**config.mk**
```make
export PLATFORM = sky130hd
export DESIGN_NAME = i281_mul_div_unit
export DESIGN_NICKNAME = d
export VERILOG_FILES = /design/src/rtl/i281_mul_div_unit.sv
export SDC_FILE = /design/constraint.sdc
export NUM_CORES = 1
export LEC_CHECK = 0
export ABC_CLOCK_PERIOD_IN_PS = 2900
export CORE_UTILIZATION = 54
export DETAILED_ROUTE_END_ITERATION = 16
export PLACE_DENSITY = 0.88
export SYNTH_ARGS = -nofsm -noshare
export SYNTH_HDL_FRONTEND = slang
export SYNTH_SLANG_ARGS = --single-unit
```
**constraint.sdc**
```tcl
create_clock -name i_clk -period 2.9 [get_ports i_clk]
set_clock_uncertainty 0.1 [all_clocks]
set_input_delay 0.435 -clock i_clk [delete_from_list [all_inputs] [get_ports i_clk]]
set_output_delay 0.435 -clock i_clk [all_outputs]
set_load 0.05 [all_outputs]
```
**src/rtl/i281_mul_div_unit.sv**
```systemverilog
// rtl/i281_mul_div_unit.sv - sequential 8-bit unsigned multiply/divide unit for the i281 datapath
//
// Purpose:
//   Iterative shift-add multiplier and restoring divider sharing one
//   start/busy/done handshake. One iteration per clock, eight iterations
//   per operation, fixed latency of 8 cycles from the capture edge to DONE.
//
// Ports:
//   i_clk          system clock, rising edge
//   i_rst_n        asynchronous active-low reset
//   i_start        request, sampled only in IDLE
//   i_op           0 = multiply, 1 = divide (sampled with i_start)
//   i_operand_a    multiplicand / dividend (register-file read port 0)
//   i_operand_b    multiplier / divisor   (register-file read port 1)
//   o_busy         high while iterating
//   o_done         one-cycle pulse, results valid from this cycle onward
//   o_result_lo    product[7:0] or quotient
//   o_result_hi    product[15:8] or remainder
//   o_overflow     multiply: product[15:8] != 0
//   o_div_by_zero  divide: captured divisor was zero
//   o_wb_strobe    register-file write request, identical to o_done

module i281_mul_div_unit (
    input  logic       i_clk,
    input  logic       i_rst_n,
    input  logic       i_start,
    input  logic       i_op,
    input  logic [7:0] i_operand_a,
    input  logic [7:0] i_operand_b,
    output logic       o_busy,
    output logic       o_done,
    output logic [7:0] o_result_lo,
    output logic [7:0] o_result_hi,
    output logic       o_overflow,
    output logic       o_div_by_zero,
    output logic       o_wb_strobe
);

    typedef enum logic [1:0] {
        S_IDLE   = 2'd0,
        S_RUN    = 2'd1,
        S_FINISH = 2'd2
    } state_t;

    state_t      r_state;
    state_t      w_state_next;

    logic        r_op;
    logic [7:0]  r_opa;
    logic [7:0]  r_opb;
    logic [2:0]  r_count;
    logic [15:0] r_acc;     // multiply accumulator
    logic [8:0]  r_rem;     // divide partial remainder
    logic [7:0]  r_shift;   // multiplier (mul) or quotient (div) shift register
    logic        r_busy;
    logic        r_done;
    logic [7:0]  r_result_lo;
    logic [7:0]  r_result_hi;
    logic        r_overflow;
    logic        r_div_by_zero;

    // Multiply step: conditional add into the upper half with a 9-bit carry,
    // then shift {carry, accumulator} right by one.
    logic [8:0]  w_mul_sum;
    logic [15:0] w_acc_next;
    logic [7:0]  w_mpy_next;

    // Divide step: shift {remainder, quotient} left, trial-subtract divisor.
    // The extra MSB of w_div_diff is the borrow; set means "restore".
    logic [8:0]  w_rem_shift;
    logic [9:0]  w_div_diff;
    logic        w_div_ok;
    logic [8:0]  w_rem_next;
    logic [7:0]  w_quo_next;
    logic [7:0]  w_shift_next;

    always_comb begin
        w_mul_sum    = {1'b0, r_acc[15:8]} + (r_shift[0] ? {1'b0, r_opa} : 9'd0);
        w_acc_next   = {w_mul_sum, r_acc[7:1]};
        w_mpy_next   = {1'b0, r_shift[7:1]};

        w_rem_shift  = {r_rem[7:0], r_shift[7]};
        w_div_diff   = {1'b0, w_rem_shift} - {2'b00, r_opb};
        w_div_ok     = ~w_div_diff[9];
        w_rem_next   = w_div_ok ? w_div_diff[8:0] : w_rem_shift;
        w_quo_next   = {r_shift[6:0], w_div_ok};

        w_shift_next = r_op ? w_quo_next : w_mpy_next;
    end

    always_ff @(posedge i_clk or negedge i_rst_n) begin
        if (!i_rst_n) begin
            r_state <= S_IDLE;
        end else begin
            r_state <= w_state_next;
        end
    end

    always_comb begin
        w_state_next = r_state;
        case (r_state)
            S_IDLE:   if (i_start)         w_state_next = S_RUN;
            S_RUN:    if (r_count == 3'd7) w_state_next = S_FINISH;
            S_FINISH:                      w_state_next = S_IDLE;
            default:                       w_state_next = S_IDLE;
        endcase
    end

    // Datapath and registered outputs. Results are loaded on the edge that
    // performs the last iteration so they are valid in the FINISH cycle,
    // alongside the DONE pulse.
    always_ff @(posedge i_clk or negedge i_rst_n) begin
        if (!i_rst_n) begin
            r_op          <= 1'b0;
            r_opa         <= 8'h00;
            r_opb         <= 8'h00;
            r_count       <= 3'd0;
            r_acc         <= 16'h0000;
            r_rem         <= 9'h000;
            r_shift       <= 8'h00;
            r_busy        <= 1'b0;
            r_done        <= 1'b0;
            r_result_lo   <= 8'h00;
            r_result_hi   <= 8'h00;
            r_overflow    <= 1'b0;
            r_div_by_zero <= 1'b0;
        end else begin
            case (r_state)
                S_IDLE: begin
                    r_done <= 1'b0;
                    if (i_start) begin
                        r_op          <= i_op;
                        r_opa         <= i_operand_a;
                        r_opb         <= i_operand_b;
                        r_count       <= 3'd0;
                        r_acc         <= 16'h0000;
                        r_rem         <= 9'h000;
                        // Multiply shifts the multiplier out; divide shifts
                        // the dividend out while the quotient shifts in.
                        r_shift       <= i_op ? i_operand_a : i_operand_b;
                        r_busy        <= 1'b1;
                        r_overflow    <= 1'b0;
                        r_div_by_zero <= 1'b0;
                    end
                end
                S_RUN: begin
                    r_shift <= w_shift_next;
                    r_count <= r_count + 3'd1;
                    if (r_op) begin
                        r_rem <= w_rem_next;
                    end else begin
                        r_acc <= w_acc_next;
                    end
                    if (r_count == 3'd7) begin
                        r_busy <= 1'b0;
                        r_done <= 1'b1;
                        if (r_op) begin
                            r_result_lo   <= w_quo_next;
                            r_result_hi   <= w_rem_next[7:0];
                            r_div_by_zero <= (r_opb == 8'h00);
                        end else begin
                            r_result_lo   <= w_acc_next[7:0];
                            r_result_hi   <= w_acc_next[15:8];
                            r_overflow    <= (w_acc_next[15:8] != 8'h00);
                        end
                    end
                end
                S_FINISH: begin
                    r_done <= 1'b0;
                end
                default: begin
                    r_busy <= 1'b0;
                    r_done <= 1'b0;
                end
            endcase
        end
    end

    assign o_busy        = r_busy;
    assign o_done        = r_done;
    assign o_wb_strobe   = r_done;
    assign o_result_lo   = r_result_lo;
    assign o_result_hi   = r_result_hi;
    assign o_overflow    = r_overflow;
    assign o_div_by_zero = r_div_by_zero;

endmodule

```
* Yosys cells after proc, flatten, opt, wreduce, memory -nomap -nowiden
Index checks and enable logic that the tools add are counted.
** Storage, ports and cells
- Flip-flop bits (word level) :: 74
- Output and inout bits :: 21
** Cells by class
- Add/sub/neg operators :: 3
- Eq/ne operators :: 7
- Multiplexer cells :: 31
- Bitwise operators :: 2
- Reduce and logical (&&, ||, !) cells :: 13
** Operator list (count)
- two-way mux 8 bit :: 9
- two-way mux 16 bit :: 2
- case mux 16 bit (2 select lines) :: 1
- case mux 8 bit (2 select lines) :: 2
- subtractor 9 x 8 -> 10 bit :: 1
- adder 8 x 8 -> 9 bit :: 1
- two-way mux 1 bit :: 9
- AND reduction 3 bit :: 3
- logical NOT 8 bit :: 1
- != test 2 bit (second input constant) :: 4
- AND reduction 2 bit :: 4
- AND reduction 4 bit :: 2
- nonzero test 8 bit :: 1
- case mux 3 bit (2 select lines) :: 1
- two-way mux 2 bit :: 2
- case mux 1 bit (2 select lines) :: 2
- case mux 2 bit (2 select lines) :: 1
- adder 3 x 1 -> 3 bit (second input constant) :: 1
- == test 3 bit (second input constant) :: 1
- two-way mux 3 bit :: 1
- case mux 1 bit (3 select lines) :: 1
- == test 2 x 1 -> 1 bit (second input constant) :: 1
- == test 2 bit (second input constant) :: 1
- logical NOT 2 bit :: 1
- 2 further kinds :: 3

* Logic depth before layout (Yosys ltp)
Gate-level depths: netlist (run 1).
- Word-level depth :: 6
- Gate-level depth with buffers :: 10
- Depth with buffers taken out :: 9

* Least setup slack after synthesis (run 1)
No wires, ideal clock.
- Path type :: reg-to-reg
- Start point :: register r_shift[0]
- End point :: register r_result_hi[7], in the netlist o_result_hi[7]
- Library setup time :: 0.130 ns
- Arrival time :: 2.134 ns
- Data required time :: 2.670 ns
- Setup slack :: 0.535 ns
- Cell stages (with the launch flop) :: 11
- Buffers on the path :: 1
- Period minus slack after synthesis :: 2.365 ns
- Cell sequence :: dfrtp_1 > clkbuf_1 > and2_1 > ha_1 > fa_1 > a21oi_1 > o21ai_0 > a21oi_1 > o21ai_0 > a22oi_1 > o21ai_0
** Between the ends
- Longest elaborated chain between the ends :: 3
** Ends and longest elaborated chain
- start, declared :: line 54 : logic [7:0] r_shift;
- start signal, assigned :: line 140 : r_shift <= i_op ? i_operand_a : i_operand_b;
- start signal, assigned :: line 147 : r_shift <= w_shift_next;
- two-way mux 8 bit :: line 78 : w_mul_sum = {1'b0, r_acc[15:8]} + (r_shift[0] ? {1'b0, r_opa} : 9'd0);
- adder 8 x 8 -> 9 bit :: line 78
- two-way mux 8 bit :: line 157 : if (r_op) begin
- end signal, assigned :: line 159 : r_result_hi <= w_rem_next[7:0];
- end signal, assigned :: line 163 : r_result_hi <= w_acc_next[15:8];
- end, declared :: line 58 : logic [7:0] r_result_hi;
No other way between the ends.
A chain may end at the register's enable or synchronous reset.

* Worst setup path after layout (run 1)
Ends and elaborated chain as after synthesis.

==> results of run 1 <==
## registers in the layout, indices dropped and copies added, names as in the netlist
register       count
r_op               1
r_acc             15
o_overflow         1
o_result_lo        8
r_count            3
r_opa              8
o_done             1
r_shift            8
r_rem              8
r_opb              8
o_busy             1
o_result_hi        8
r_state            2
o_div_by_zero      1
## power groups by stage
stage	sequential (mW)	clock [mW]	combinational (mW)
detailed placement	1.83	0	3.35
CTS	1.82	0.698	3.37
floorplan	2.08	0	2.18
finish	1.82	0.685	3.39
global placement	1.80	0	3.21
global route	1.87	0.736	3.71
## cell families after synthesis
logic type      Yosys count  share of synthesized area
fa+ha+maj                20                     0.0680
mux                      39                      0.106
xor+xnor                  8                     0.0180
buf+inv                  32                     0.0350
flops                    73                      0.469
compound gates          112                      0.185
simple gates            100                      0.119
## layer usage
layer	wire length, microns	global-route usage
met3	545	0.0502
met2	4450	0.434
met1	3670	0.332
met5	0	0
met4	190	0.114
## worst min-delay path by stage
stage | start | endpoint | cells after the start
2_1_floorplan | i_rst_n | o_busy$_DFFE_PN0P_ | 0
3_3_place_gp | o_result_lo[2]$_DFFE_PN0P_ | o_result_lo[2]$_DFFE_PN0P_ | 2
3_5_place_dp | o_result_lo[0]$_DFFE_PN0P_ | o_result_lo[0]$_DFFE_PN0P_ | 2
4_1_cts | i_rst_n | o_done$_DFFE_PN0N_ | 2
5_1_grt | i_rst_n | o_done$_DFFE_PN0N_ | 2
6_report | i_rst_n | o_done$_DFFE_PN0N_ | 2
## cell usage in the layout, fill, tap and decap left out, types with 12 or more instances in the layout
cell type / n
dfrtp_1: 73
nand2_1: 48
o21ai_0: 43
clkdlybuf4s50_1: 39
mux2i_1: 27
nor2_1: 18
ha_1: 18
inv_1: 13
a21oi_1: 12
a22o_1: 12
## worst register-to-register path: cells and delay by family, from the launching register on
| kind | cells | cell delay [ns] |
|---|---|---|
| AO/OA/AOI/OAI | 6 | 1.06 |
| adder cells (fa/ha/maj) | 2 | 0.64 |
| flip-flops | 1 | 0.48 |
| AND/OR/NAND/NOR | 1 | 0.19 |
## stage by stage
stage	hold slack, ns	power [mW]	cells
floorplan	0.0394	4.26	384
global placement	0.361	5.01	511
detailed placement	0.367	5.18	511
CTS	0.218	5.88	526
global route	0.271	6.32	526
finish	0.181	5.90	526
## cells in the mapped netlist (all sizes together) (2+ instances only)
library cell	number	share of area
a22o	12	0.027
o21ai	51	0.065
nand2b	3	0.0048
nor2	18	0.017
o2111ai	2	0.0045
xnor2	6	0.013
a21oi	12	0.015
dfrtp	73	0.47
or2	2	0.0032
a31oi	2	0.0071
fa	2	0.010
nor4	2	0.0032
a21o	3	0.0058
nor3b	2	0.0038
inv	13	0.013
o211ai	9	0.017
nor2b	4	0.0064
buf	8	0.012
nand3b	2	0.0038
a211oi	2	0.0038
or3	3	0.0048
o31ai	3	0.0058
nand2	48	0.046
mux2i	27	0.069
a22oi	4	0.0077
a21boi	2	0.0048
xor2	2	0.0045
and2	9	0.015
o21a	2	0.0038
clkbuf	11	0.011
mux2	12	0.037
nor3	3	0.0038
nand3	2	0.0026
ha	18	0.058
o21bai	3	0.0058
## area by class of cell
cell class	instances	area [sq um]
sequential	73	1830
clock buffer	12	145
multi-input combinational	279	1940
tap	96	120
fill	548	2300
clock inverter	3	17.5
timing repair buffer	50	470
inverter	13	48.8
==> run_results.csv, run 1 <==
group,metric,value,unit
run_status,status,"finished, final reports clean",
setup_path,crit_family,"compound AO/OA/AOI/OAI gates",
clock_network,clk_pin_slew,0.08,ns
drt,num_vias,3097,
setup_path,crit_type,"flip-flop to flip-flop",
final_layout,drive_above_1_share,0.0977,
synth,netlist_instances,384,
clock_network,cts.sinks,73,
synth,syn-num-nets,424,
drt,via_per_inst,5.89,
synth,yosysWarnings,0,
clock_network,post_cts_buffers,0,
synth,syn_area,3900,sq um
clock_network,cts_tree,"done",
setup_path,endpoint,"o_result_hi[7]$_DFFE_PN0P_",
grt,grt_pass1_wl,14800,microns
setup_path,cp-startpoint,"r_shift[0]$_DFFE_PN0P_",
pwr,powerDensity,1290,nW/um^2
timing,setup_slack,0.297,ns
synth,synth_edf_count,0,
timing,setup_viol,0,
pwr,ir_worst_vdd,0.828,mV
setup_path,critical_path.max_fanout,11,
floorplanning,die_w,87.0,microns
setup_path,end_kind,"flip-flop",
floorplanning,row_count,30,
final_layout,utilization,0.665,
timing,hold_viol,0,
flow_run,max_cap_viol_count,0,
pwr,clkPwrFrac,0.116,
pwr,p_sw_frac,0.460,
setup_path,r2r-end,"o_result_hi[7]$_DFFE_PN0P_",
timing,finalCritPeriodShare,0.897,
setup_path,path_cells,"and2_1 > ha_1 > fa_1 > a21oi_1 > o21ai_0 > a21oi_1 > o21ai_0 > a22oi_1 > o21ai_0",
grt,grtUsageTotal,0.261,
drt,avgRoutedWirePerCell,16.8,microns
pwr,share_comb_of_total_power,0.575,
place,hpwl,6550,microns
drt,drt_iter0_markers,188,
grt,grt_max_degree,74,
setup_path,critPathRequiredTime,3.02,ns
grt,overflow,0,
setup_path,cpMaxStageDelayCell,"dfrtp_1",
final_layout,area_delta_synth_final,17.2,%
pwr,p_int,3.19,mW
clock_network,htree_levels,3,
grt,antenna_found_initial,0,
timing,fmax,384,MHz
pwr,p_seq_frac,0.309,
synth,synthArstFlopShare,1.00,
clock_network,clkLatencyLatePin,0.35,ns
final_layout,diodes,0,
drt,drt_first_pass_iters,4,
grt,first_global_vias,3168,
pwr,power_switching,2.71,mW
setup_path,r2r.worst_path.cells,9,
setup_path,start_kind,"flip-flop",
synth,synth-seq-cells,73,
floorplanning,core,6870,sq um
setup_path,cp.depth,9,
setup_path,timing.reg2reg.setup_slack,0.30,ns
timing,worst_pin_slew,1.11,ns
clock_network,clockBufferDepth,2,
setup_path,path_buf_inv,0,
place,placed_area,4410,sq um
synth,ys_seq_area_frac,0.469,
synth,avgSynthCellArea,10.2,sq um
clock_network,cts-root-buf,"clkbuf_8",
timing,rsz0062_at_grt,"no",
place,port_buffers,40,
clock_network,cts-resized-gates,0,
floorplanning,start_util,0.568,
pwr,p_leak,2.07,nW
timing,relSlewSlack,0.257,
place,pre_cts_slack,0.348,ns
clock_network,hold_buffers,0,
floorplanning,die-area,7560,sq um
synth,ys.flop_type,"dfrtp_1",
timing,fin_crit,2.60,ns
setup_path,critPathMaxStageDelay,0.48,ns
drt,drc,0,
floorplanning,die_h,87.0,microns
setup_path,cpMostUsedCell,"o21ai_0",
final_layout,final_cell_area,4570,sq um
setup_path,cp.arrival,2.72,ns
drt,wl,8860,microns
final_layout,fin_nets,466,
clock_network,numCtsBuffers,9,
drt,ant_nets,0,
timing,setup_tns,0,ns
place,place.gp.congestion,0.885,
hold_path,hold_class,"input port to async pin",
timing,drv_slew,0,
floorplanning,io_pins,41,
setup_path,rr_startpoint,"r_shift[0]$_DFFE_PN0P_",
synth,synth_cell_types,50,
No activity file was read; power rests on OpenSTA's default activity.
==> inputs of run 2 (changes only) <==
==> config.mk (replaced) <==
export PLATFORM = sky130hd
export DESIGN_NAME = i281_mul_div_unit
export DESIGN_NICKNAME = d
export VERILOG_FILES = /design/src/rtl/i281_mul_div_unit.sv
export SDC_FILE = /design/constraint.sdc
export NUM_CORES = 1
export LEC_CHECK = 0
export ABC_CLOCK_PERIOD_IN_PS = 2260
export CORE_UTILIZATION = 51
export CTS_CLUSTER_DIAMETER = 200
export DETAILED_ROUTE_END_ITERATION = 16
export PLACE_DENSITY = 0.87
export SYNTH_ARGS = -nofsm -noshare
export SYNTH_HDL_FRONTEND = slang
export SYNTH_SLANG_ARGS = --single-unit
==> constraint.sdc (replaced) <==
create_clock -name i_clk -period 2.26 [get_ports i_clk]
set_clock_uncertainty 0.1 [all_clocks]
set_input_delay 0.339 -clock i_clk [delete_from_list [all_inputs] [get_ports i_clk]]
set_output_delay 0.339 -clock i_clk [all_outputs]
set_load 0.05 [all_outputs]
==> run 2 against run 1 <==
The flow now finishes with violations (setup timing); first-iteration DRC count increased by 33%; clock power grew 82%; via count up 6.1%; sequential cell count unchanged; maximum frequency rose by 14%; sequential power increased by 29%; largest power group unchanged; die area rose by 5.7%; global-route usage increased by 2.0 points; hold slack better by 0.21 ns.
==> run_results.csv, run 2 (synthesis results as in run 1) <==
group,metric,value,unit
clock_network,numCtsBuffers,9,
floorplanning,io_pins,41,
final_layout,fin_nets,494,
timing,setup_viol,3,
floorplanning,start_util,0.532,
floorplanning,core,7330,sq um
run_status,status,"finished with violations",
hold_path,hold_class,"flip-flop to flip-flop",
final_layout,area_delta_synth_final,33.8,%
timing,drv_slew,0,
timing,finalCritPeriodShare,1.01,
floorplanning,row_count,31,
grt,grtUsageTotal,0.281,
drt,drt_first_pass_iters,4,
clock_network,cts-root-buf,"clkbuf_8",
timing,setup_slack,-0.0242,ns
pwr,p_leak,2.28,nW
flow_run,max_cap_viol_count,0,
clock_network,clockBufferDepth,2,
timing,worst_pin_slew,1.12,ns
clock_network,clkLatencyLatePin,0.36,ns
grt,overflow,0,
place,place.gp.congestion,0.876,
place,port_buffers,40,
setup_path,critPathRequiredTime,2.44,ns
final_layout,layout_commonest_cell,"dfrtp_1",
floorplanning,die-area,8000,sq um
final_layout,diodes,0,
drt,num_vias,3286,
clock_network,cts.sinks,73,
clock_network,cts_tree,"done",
floorplanning,die_h,89.4,microns
drt,drt_iter0_markers,250,
place,pre_cts_slack,-0.0930,ns
timing,whs,0.388,ns
timing,rsz0062_at_grt,"yes",
pwr,powerDensity,1790,nW/um^2
grt,antenna_found_initial,0,
setup_path,crit_type,"flip-flop to flip-flop",
place,hpwl,6960,microns
setup_path,cp.arrival,2.46,ns
final_layout,drive_above_1_share,0.264,
drt,avgRoutedWirePerCell,18.4,microns
setup_path,start_kind,"flip-flop",
timing,hold_viol,0,
final_layout,regMostFlops,"r_acc",
grt,first_global_vias,3362,
final_layout,final_cell_mix,"dfrtp_1, nand2_1, clkdlybuf4s50_1, o21ai_0, buf_4",
run_status,violations,"setup timing",
clock_network,htree_levels,3,
timing,fin_crit,2.28,ns
drt,drc,0,
setup_path,end_kind,"flip-flop",
timing,fmax,438,MHz
pwr,ir_worst_vdd,1.10,mV
timing,relSlewSlack,0.253,
grt,grt_max_degree,74,
grt,grt_pass1_wl,16400,microns
floorplanning,die_w,89.4,microns
final_layout,largest_register_ffs,15,
clock_network,clk_pin_slew,0.08,ns
drt,via_per_inst,5.90,
drt,ant_nets,0,
drt,wl,10300,microns
setup_path,critical_path.max_fanout,2,
## run 2: area by class of cell
cell class	count	area, sq um
Inverter	13	48.8
Tap cell	99	124
Clock inverter	6	116
Multi-Input combinational cell	279	2270
Timing Repair Buffer	78	703
Fill cell	451	2110
Clock buffer	9	124
Sequential cell	73	1830
## run 2: power breakdown
| group | switching, mW | total (mW) | internal (mW) |
|---|---|---|---|
| registers | 0.464 | 2.34 | 1.88 |
| clock network | 0.512 | 1.25 | 0.735 |
| logic | 3.13 | 5.75 | 2.62 |
| total | 4.10 | 9.34 | 5.24 |
## run 2: per-stage QoR
| step | cells | TNS [ns] | power [mW] | utilization | instance area, sq um |
|---|---|---|---|---|---|
| global placement | 533 | -0.151 | 6.79 | 0.624 | 4580 |
| global route | 557 | -0.928 | 9.94 | 0.712 | 5220 |
| finish | 557 | -0.0427 | 9.34 | 0.712 | 5220 |
| CTS | 553 | -0.0112 | 8.73 | 0.685 | 5020 |
| detailed placement | 533 | -0.428 | 7.02 | 0.624 | 4580 |
| floorplan | 384 | 0 | 5.48 | - | 3910 |
## run 2: path summary, 6_finish.rpt
check / from / end / slack, ns / depth (start not counted)
max in group asynchronous: i_rst_n / r_shift[0]$_DFFE_PN0P_ / 1.31 / 3
hold reg to reg: o_result_lo[1]$_DFFE_PN0P_ / o_result_lo[1]$_DFFE_PN0P_ / 0.39 / 2
setup / recovery: r_shift[7]$_DFFE_PN0P_ / o_result_hi[6]$_DFFE_PN0P_ / -0.02 / 9
setup reg to reg: r_shift[7]$_DFFE_PN0P_ / o_result_hi[6]$_DFFE_PN0P_ / -0.02 / 9
hold / removal: o_result_lo[1]$_DFFE_PN0P_ / o_result_lo[1]$_DFFE_PN0P_ / 0.39 / 2
min in group asynchronous: i_rst_n / o_done$_DFFE_PN0N_ / 0.43 / 3
## run 2: metal layers
metal | GRT usage | wire length, microns
met1 | 0.344 | 4140
met2 | 0.477 | 5210
met4 | 0.118 | 325
met5 | 0 | 0
met3 | 0.0674 | 592
## run 2: worst max-delay path, stage by stage, from the launching register on
cell and delay (ns):
dfrtp_1 0.37, inv_2 0.07, ha_4 0.17, fa_2 0.40
nor2b_2 0.15, nor3_2 0.06, or4b_4 0.53, o2111ai_4 0.13
mux2i_4 0.10, o21ai_2 0.13
## run 2: timing repair
action	in CTS	in global routing
hold endpoints to repair	73	0
endpoints found under the setup margin	15	20
buffers inserted	4	4
pin swaps	14	21
gates resized for setup	33	35
hold buffers	1	0
cloned	0	0
==> inputs of run 3 (changes only) <==
--- a/config.mk
+++ b/config.mk
@@ -6,6 +6,7 @@
 export NUM_CORES = 1
 export LEC_CHECK = 0
 export ABC_CLOCK_PERIOD_IN_PS = 2260
+export CORE_MARGIN = 2
 export CORE_UTILIZATION = 51
 export CTS_CLUSTER_DIAMETER = 200
 export DETAILED_ROUTE_END_ITERATION = 16
==> run 3 against run 2 <==
The run still ends with setup timing left; via count grew 2.9%; sequential cell count unchanged; wire length increased by 4.7%; non-clock buffer count shrank 2; register-to-register slack got worse by 0.11 ns; combinational power is essentially flat; die area up 4.5%.
==> run_results.csv, run 3 (synthesis results as in run 1) <==
group,metric,value,unit
drt,ant_nets,0,
grt,first_global_vias,3313,
drt,num_vias,3382,
hold_path,min_from,"o_result_lo[3]$_DFFE_PN0P_",
setup_path,end_kind,"flip-flop",
run_status,violations,"setup timing",
setup_path,cpMaxStageDelayCell,"or4b_1",
final_layout,diodes,0,
floorplanning,row_count,31,
clock_network,cts_tree,"done",
final_layout,area_delta_synth_final,32.2,%
place,dp_cells,527,
setup_path,timing.reg2reg.setup_slack,-0.13,ns
final_layout,layout_commonest_cell,"dfrtp_1",
clock_network,clockBufferDepth,2,
drt,via_per_inst,6.08,
timing,drv_slew,0,
final_layout,fin_nets,492,
drt,drt_iter0_markers,214,
flow_run,max_cap_viol_count,0,
drt,avgRoutedWirePerCell,19.3,microns
final_layout,largest_register_ffs,15,
hold_path,holdPathEnd,"o_result_lo[3]$_DFFE_PN0P_",
clock_network,clk_pin_slew,0.08,ns
timing,whs,0.379,ns
pwr,fin_total_pwr,9.38,mW
clock_network,numCtsBuffers,9,
setup_path,cp.arrival,2.57,ns
floorplanning,core,7330,sq um
grt,grt_pass1_wl,16100,microns
timing,setup_tns,-0.661,ns
pwr,p_leak,2.28,nW
setup_path,crit_type,"flip-flop to flip-flop",
timing,setup_slack,-0.131,ns
floorplanning,io_pins,41,
setup_path,r2r-end,"o_result_hi[6]$_DFFE_PN0P_",
timing,relSlewSlack,0.315,
setup_path,path_cells,"inv_2 > ha_4 > fa_2 > nor2b_1 > nor3_1 > or4b_1 > o2111ai_2 > mux2i_4 > o21ai_1",
setup_path,path_buf_inv,1,
setup_path,rr_startpoint,"r_shift[7]$_DFFE_PN0P_",
grt,overflow,0,
drt,wl,10700,microns
place,port_buffers,40,
place,place.gp.congestion,0.889,
final_layout,final_cell_mix,"dfrtp_1, nand2_1, clkdlybuf4s50_1, o21ai_0, buf_4",
clock_network,htree_levels,3,
setup_path,crit_family,"simple AND/OR/NAND/NOR gates",
timing,worst_pin_slew,1.02,ns
timing,fin_crit,2.39,ns
floorplanning,die_h,91.4,microns
final_layout,stdcell_count,556,
drt,drc,0,
final_layout,regMostFlops,"r_acc",
timing,rsz0062_at_grt,"yes",
grt,grt_max_degree,74,
clock_network,cts-root-buf,"clkbuf_8",
floorplanning,start_util,0.532,
clock_network,cts.sinks,73,
timing,fmax,418,MHz
pwr,powerDensity,1820,nW/um^2
drt,drt_first_pass_iters,6,
setup_path,critPathMaxStageDelay,0.52,ns
timing,finalCritPeriodShare,1.06,
setup_path,critPathRequiredTime,2.44,ns
grt,antenna_found_initial,0,
hold_path,min_path_cells,2,
timing,setup_viol,13,
timing,hold_viol,0,
final_layout,drive_above_1_share,0.245,
pwr,ir_worst_vdd,1.35,mV
floorplanning,die-area,8360,sq um
run_status,status,"finished with violations",
setup_path,start_kind,"flip-flop",
place,hpwl,6710,microns
floorplanning,die_w,91.4,microns
setup_path,critical_path.max_fanout,3,
hold_path,hold_class,"flip-flop to flip-flop",
grt,grtUsageTotal,0.247,
place,pre_cts_slack,-0.0732,ns
clock_network,clkLatencyLatePin,0.36,ns
setup_path,r2r.worst_path.cells,9,
-- run 3: how the worst max path moves through the flow --
stage | start | endpoint | slack [ns] | cells past startpoint
global placement | r_shift[0]$_DFFE_PN0P_ | o_result_hi[6]$_DFFE_PN0P_ | -0.03 | 8
floorplan | r_shift[0]$_DFFE_PN0P_ | o_result_hi[7]$_DFFE_PN0P_ | 0.04 | 10
CTS | r_shift[0]$_DFFE_PN0P_ | o_overflow$_DFFE_PN0P_ | -0.03 | 9
global route | r_shift[7]$_DFFE_PN0P_ | r_rem[6]$_DFFE_PN0P_ | -0.20 | 9
finish | r_shift[7]$_DFFE_PN0P_ | o_result_hi[6]$_DFFE_PN0P_ | -0.13 | 9
detailed placement | r_shift[0]$_DFFE_PN0P_ | o_result_hi[7]$_DFFE_PN0P_ | -0.07 | 9
-- run 3: cell type report --
| cell class | instances | area, sq um |
|---|---|---|
| Multi-Input combinational cell | 279 | 2200 |
| Inverter | 13 | 48.8 |
| Tap cell | 99 | 124 |
| Timing Repair Buffer | 76 | 704 |
| Clock inverter | 6 | 113 |
| Sequential cell | 73 | 1830 |
| Fill cell | 461 | 2180 |
| Clock buffer | 10 | 138 |
-- run 3: stage by stage --
step / util / instance area, sq um
2_1_floorplan: - / 3910
3_3_place_gp: 0.620 / 4540
3_5_place_dp: 0.620 / 4540
4_1_cts: 0.667 / 4890
5_1_grt: 0.703 / 5150
6_report: 0.703 / 5150
-- run 3: worst min-delay path, stage by stage (launching register included) --
cell     delay [ns]
dfrtp_1        0.34
nand2_1        0.04
o21ai_0        0.06
-- run 3: power by group --
part           internal [mW]  total (mW)  leakage (nW)  switching, mW
Sequential              1.88        2.38         0.926          0.502
Clock                  0.767        1.28         0.127          0.510
Combinational           2.58        5.73          1.23           3.15
-- run 3: per-layer routing --
layer / routed length [microns] / part of all wire / track usage
met1: 4200 / 0.39 / 0.310
met2: 5480 / 0.51 / 0.408
met3: 705 / 0.066 / 0.0573
met4: 367 / 0.034 / 0.102
met5: 0 / 0 / 0
-- run 3: what timing repair did --
action,CTS,global route
hold buffers,1,0
pin swaps,7,11
buffers inserted,4,8
endpoints found under the setup margin,12,23
hold endpoints to repair,73,0
resized for setup,18,41
